$ cat config.mk
export PLATFORM = sky130hd
export DESIGN_NAME = sample_frame_loader
export DESIGN_NICKNAME = d
export VERILOG_FILES = /design/src/rtl/sample_frame_loader.sv
export SDC_FILE = /design/constraint.sdc
export NUM_CORES = 2
export LEC_CHECK = 0
export BUFFER_PORTS_ARGS = -buffer_cell sky130_fd_sc_hd__clkbuf_2
export CELL_PAD_IN_SITES_DETAIL_PLACEMENT = 1
export CELL_PAD_IN_SITES_GLOBAL_PLACEMENT = 1
export CORE_ASPECT_RATIO = 1.25
export CORE_MARGIN = 2
export CORE_UTILIZATION = 53
export CTS_BUF_LIST = sky130_fd_sc_hd__clkbuf_4 sky130_fd_sc_hd__clkbuf_8
export CTS_CLUSTER_SIZE = 20
export DETAILED_ROUTE_END_ITERATION = 7
export GPL_TIMING_DRIVEN = 0
export PLACE_DENSITY_LB_ADDON = 0.1
export RECOVER_POWER = 100
export SKIP_CTS_REPAIR_TIMING = 1
export SYNTH_ARGS = -nofsm -noshare
export SYNTH_HDL_FRONTEND = slang
export SYNTH_SLANG_ARGS = --single-unit
$ cat constraint.sdc
create_clock -name clk -period 2.8 [get_ports clk]
set_input_delay 0.14 -clock clk [delete_from_list [all_inputs] [get_ports clk]]
set_output_delay 0.14 -clock clk [all_outputs]
set_load 0.01 [all_outputs]
$ cat src/rtl/sample_frame_loader.sv
// Loads one frame of samples from a valid/ready byte stream into an internal RAM.
// It then replays the frame one sample per enabled clock to the rank-order filter input.
module sample_frame_loader #(
    parameter int data_bits = 8,
    parameter int addr_bits = 8,
    parameter int FRAME_LEN = 255
) (
    input  logic                 clk,
    input  logic                 rst,
    input  logic                 start,
    input  logic [data_bits-1:0] in_data,
    input  logic                 in_valid,
    output logic                 in_ready,
    input  logic                 out_en,
    output logic [data_bits-1:0] out_data,
    output logic                 out_valid,
    output logic                 out_last,
    output logic [addr_bits:0]   fill_count,
    output logic                 busy,
    output logic                 done
);

    typedef enum logic [1:0] {
        ST_IDLE,
        ST_LOAD,
        ST_STREAM,
        ST_DONE
    } state_t;

    localparam logic [addr_bits-1:0] LAST_ADDR = addr_bits'(FRAME_LEN - 1);
    localparam logic [addr_bits-1:0] ADDR_ONE  = addr_bits'(1);
    localparam logic [addr_bits:0]   FILL_ONE  = (addr_bits + 1)'(1);

    logic [data_bits-1:0] mem [2**addr_bits];

    state_t               state_q, state_d;
    logic [addr_bits-1:0] wr_addr_q, wr_addr_d;
    logic [addr_bits-1:0] rd_addr_q, rd_addr_d;
    logic [addr_bits:0]   fill_count_q, fill_count_d;
    logic [data_bits-1:0] out_data_q, out_data_d;
    logic                 out_valid_q, out_valid_d;
    logic                 out_last_q, out_last_d;
    logic                 wr_en;

    // NOTE: every signal gets a default before the case so no path leaves one unassigned (no latches).
    always_comb begin
        state_d      = state_q;
        wr_addr_d    = wr_addr_q;
        rd_addr_d    = rd_addr_q;
        fill_count_d = fill_count_q;
        out_data_d   = out_data_q;
        out_valid_d  = 1'b0;
        out_last_d   = 1'b0;
        wr_en        = 1'b0;

        case (state_q)
            ST_IDLE, ST_DONE: begin
                if (start) begin
                    state_d      = ST_LOAD;
                    wr_addr_d    = '0;
                    rd_addr_d    = '0;
                    fill_count_d = '0;
                end
            end
            ST_LOAD: begin
                // in_ready is high for the whole of LOAD, so in_valid alone completes the handshake.
                if (in_valid) begin
                    wr_en        = 1'b1;
                    wr_addr_d    = wr_addr_q + ADDR_ONE;
                    fill_count_d = fill_count_q + FILL_ONE;
                    if (wr_addr_q == LAST_ADDR) begin
                        state_d = ST_STREAM;
                    end
                end
            end
            ST_STREAM: begin
                if (out_en) begin
                    rd_addr_d   = rd_addr_q + ADDR_ONE;
                    out_valid_d = 1'b1;
                    out_data_d  = mem[rd_addr_q];
                    if (rd_addr_q == LAST_ADDR) begin
                        out_last_d = 1'b1;
                        state_d    = ST_DONE;
                    end
                end
            end
            default: state_d = ST_IDLE;
        endcase
    end

    // NOTE: the RAM has no reset, so its contents survive a reset; that also lets it map onto block RAM.
    always_ff @(posedge clk) begin
        if (rst && wr_en) begin
            mem[wr_addr_q] <= in_data;
        end
    end

    // NOTE: sequential state uses non-blocking assignments so every flop samples its pre-edge value.
    always_ff @(posedge clk) begin
        if (!rst) begin
            state_q      <= ST_IDLE;
            wr_addr_q    <= '0;
            rd_addr_q    <= '0;
            fill_count_q <= '0;
            out_data_q   <= '0;
            out_valid_q  <= 1'b0;
            out_last_q   <= 1'b0;
        end else begin
            state_q      <= state_d;
            wr_addr_q    <= wr_addr_d;
            rd_addr_q    <= rd_addr_d;
            fill_count_q <= fill_count_d;
            out_data_q   <= out_data_d;
            out_valid_q  <= out_valid_d;
            out_last_q   <= out_last_d;
        end
    end

    assign in_ready   = (state_q == ST_LOAD);
    assign busy       = (state_q == ST_LOAD) || (state_q == ST_STREAM);
    assign done       = (state_q == ST_DONE);
    assign out_data   = out_data_q;
    assign out_valid  = out_valid_q;
    assign out_last   = out_last_q;
    assign fill_count = fill_count_q;

endmodule

==> flow_summary.ini <==
[run_status]
violations = max-capacitance violations, max-slew violations, negative setup slack
status = finished with violations

[layout]
regArea_um2 = 62200
final_util = 0.627
fillers = 12708
stdcell_area_um2 = 96400
stdcell_count = 6863
drive_above_1_share = 0.356
layout.nets = 4606
syn_to_final_growth_pct = 17.9
multiInputGateArea_um2 = 20000

[die]
core_um2 = 154000
die_area_um2 = 157000
die_h_um = 443
ios = 35
die_w_um = 355
fp-row-count = 161
start_util = 0.532

[placed_design]
io_buffers = 34
dp.cells = 6121
gp_congestion = 1.04
postPlaceCellArea_um2 = 85300
hpwl_um = 215000

[critical_path]
reg2reg_depth = 10
reg2reg_to = out_data[7]
cp-startpoint = rd_addr_q[1]
cpMostUsedCell = a31oi_1
critPathCaptureType = flop
cp_slowest_stage_delay_ns = 0.68
r2r_start = rd_addr_q[1]
start_kind = flop
crit_chain = nor2b_1, buf_4, buf_2, clkbuf_2, a22oi_1, a31oi_1, o21ai_0, a21oi_1, a211o_1, a31oi_1
critPathSlowestCell = buf_2
worstPathArrival_ns = 4.59
crit_end = out_data[7]
setup.worst_path.class = flop to flop
worstPathMaxFanout = 10
timing.reg2reg.setup_slack_ns = -0.80
worstPathRequired_ns = 3.78

[grt]
grt_first_pass_wirelength_um = 433000
busiest_layer = met2
met2_usage = 0.622
antenna_found_initial = 19
grt_use_total = 0.425
grt_pass1_vias = 47490
use_met3 = 0.148
overflow = 0
grtUsageMet1 = 0.520
grt_max_degree = 138

[detailed_routing]
drt_iter0_drc = 8771
drt_wl_total_um = 337000
vias = 49054
wl_per_cell_um = 49.0
ant_nets = 0
via_per_inst = 7.15
drt_pass1_iterations = 6
drc = 0

[timing]
finalSetupViolCount = 2114
period_needed_ns = 3.60
maxSlewHeadroom = -1.11
fmax_ghz = 0.277
worst_slew_pin_slew_ns = 3.17
period_share = 1.29
setup_ws_ns = -0.804
finalMaxSlewViolations = 759
clock_skew_ns = 0.0826
final_hold_viol_count = 0
rsz0062_at_grt = true

[pwr]
peakVddDrop_v = 0.000659
pwr_density_cell_nw_per_um2 = 688
p_leak_uw = 0.0293

[logic_synthesis]
async_flop_share = 0
syn_inst = 4025
synth_most_common_cell = edfxtp_1
synthTopCellsByCount = 2048 x edfxtp_1, 418 x mux4_2, 310 x nor2_1, 228 x mux2i_1, 106 x clkbuf_1
ys_types = 74
synth_edf_count = 2048
synthesis.nets = 4049
yosys.area.top_type = edfxtp_1
avgSynthCellArea_um2 = 20.3
synth_seq_cells = 2085
yosys_most_used_dff = edfxtp_1
synth_seq_area_share = 0.761
synth.area.top_cells = edfxtp_1 75%, mux4_2 12%, mux2i_1 2.8%
synth-warning-count = 0
yosysTopAreaCellShare = 0.752
syn-cell-area_um2 = 81800

[clock_network]
cts_tree = done
cts.clk_slew.worst_paths_ns = 0.07
insertion_delay_ns = 1.11
clk_path_buf_depth = 4
cts_buffers = 334
cts.htree.levels = 5
cts.sinks = 2085
cts_root_buf = clkbuf_8

[run]
drv_cap = 9

[hold_path]
min_path_type = input port to flop
## logic make-up (layout without fill, tap and decap cells)
kind of cell,Yosys count,in the layout,synth area share
buf+inv,263,1057,0.0213
compound gates,425,425,0.0366
simple gates,550,550,0.0287
mux,674,674,0.149
flops,2085,2085,0.761
fa+ha+maj,11,11,0.00168
xor+xnor,17,17,0.00182
other cells,0,7,0
## routing by layer
metal	up-vias	wire, um
met2	4322	150000
li1	17872	-
met3	1173	45300
met5	-	97
met1	25677	108000
met4	10	32700
## flip-flops by register name (all words and copies together), names as in the netlist
| register | cells |
|---|---|
| out_last | 1 |
| state_q | 2 |
| mem | 2048 |
| rd_addr_q | 8 |
| wr_addr_q | 8 |
| out_data | 8 |
| fill_count | 9 |
| out_valid | 1 |
## area by class of cell
type	instances	area share
flip-flops and latches	2085	0.646
diodes	7	0.000182
well taps	2037	0.0264
clock inverters	132	0.00759
repair buffers	230	0.0240
clock buffers	441	0.0563
inverters	14	0.000584
plain buffers	240	0.0318
multi-input cells	1677	0.208
## worst max-delay path: cells and delay by family, from the launching register on
family,cells,cell delay [ns]
buffers and inverters,3,1.58
AOI/OAI and AO/OA,6,1.25
and+or+nand+nor,1,0.15
DFF,1,0.43
## report_power, final
| part | switching, uW | leakage (uW) | internal, uW |
|---|---|---|---|
| Clock | 12400 | 0.00327 | 13100 |
| Combinational | 4000 | 0.00729 | 2340 |
| Sequential | 75.0 | 0.0187 | 34300 |
## stage by stage
step | total power [uW] | hold WS (ns) | worst slack (ns) | setup TNS, ns
final | 66300 | 0.170 | -0.804 | -272.09
after global routing | 67400 | 0.185 | -0.644 | -501.83
after CTS | 65100 | -0.738 | -2.44 | -2693.67
after detailed placement | 40400 | 0.410 | -2.40 | -2682.21
after global placement | 40400 | 0.494 | -2.89 | -7277.60
after floorplan | 37700 | 0.239 | 0.0466 | 0
## how the worst min path moves through the flow
stage	startpoint	end	slack [ns]	cells past startpoint
2_1_floorplan	in_data[0]	mem[0][0]	0.24	0
3_3_place_gp	fill_count[7]	fill_count[7]	0.49	2
5_1_grt	in_valid	state_q[1]	0.18	5
3_5_place_dp	in_data[2]	mem[60][2]	0.41	1
6_report	in_valid	state_q[1]	0.17	5
4_1_cts	in_data[2]	mem[60][2]	-0.74	1
## cells in the final DEF (no fill, tap or decap), drive strengths merged, types with 6 or more instances in the layout
cell type / n
edfxtp: 2048
clkbuf: 555
mux4: 429
buf: 342
nor2: 310
mux2i: 228
clkinv: 120
nand2: 104
a21oi: 84
a22oi: 66
o21ai: 64
nand3: 47
a221oi: 38
o22ai: 37
dfxtp: 37
a211oi: 21
nor2b: 19
mux2: 17
a31oi: 17
nand4: 16
o221ai: 16
dlygate4sd3: 14
inv: 11
ha: 11
and2: 11
nor3: 10
o211ai: 10
clkinvlp: 9
xor2: 9
a211o: 9
nor4: 9
xnor2: 8
o2111ai: 8
a2111oi: 8
diode: 7
a22o: 7
nand2b: 7
bufinv: 6
a311oi: 6
Power figures use the tool's default switching activity.
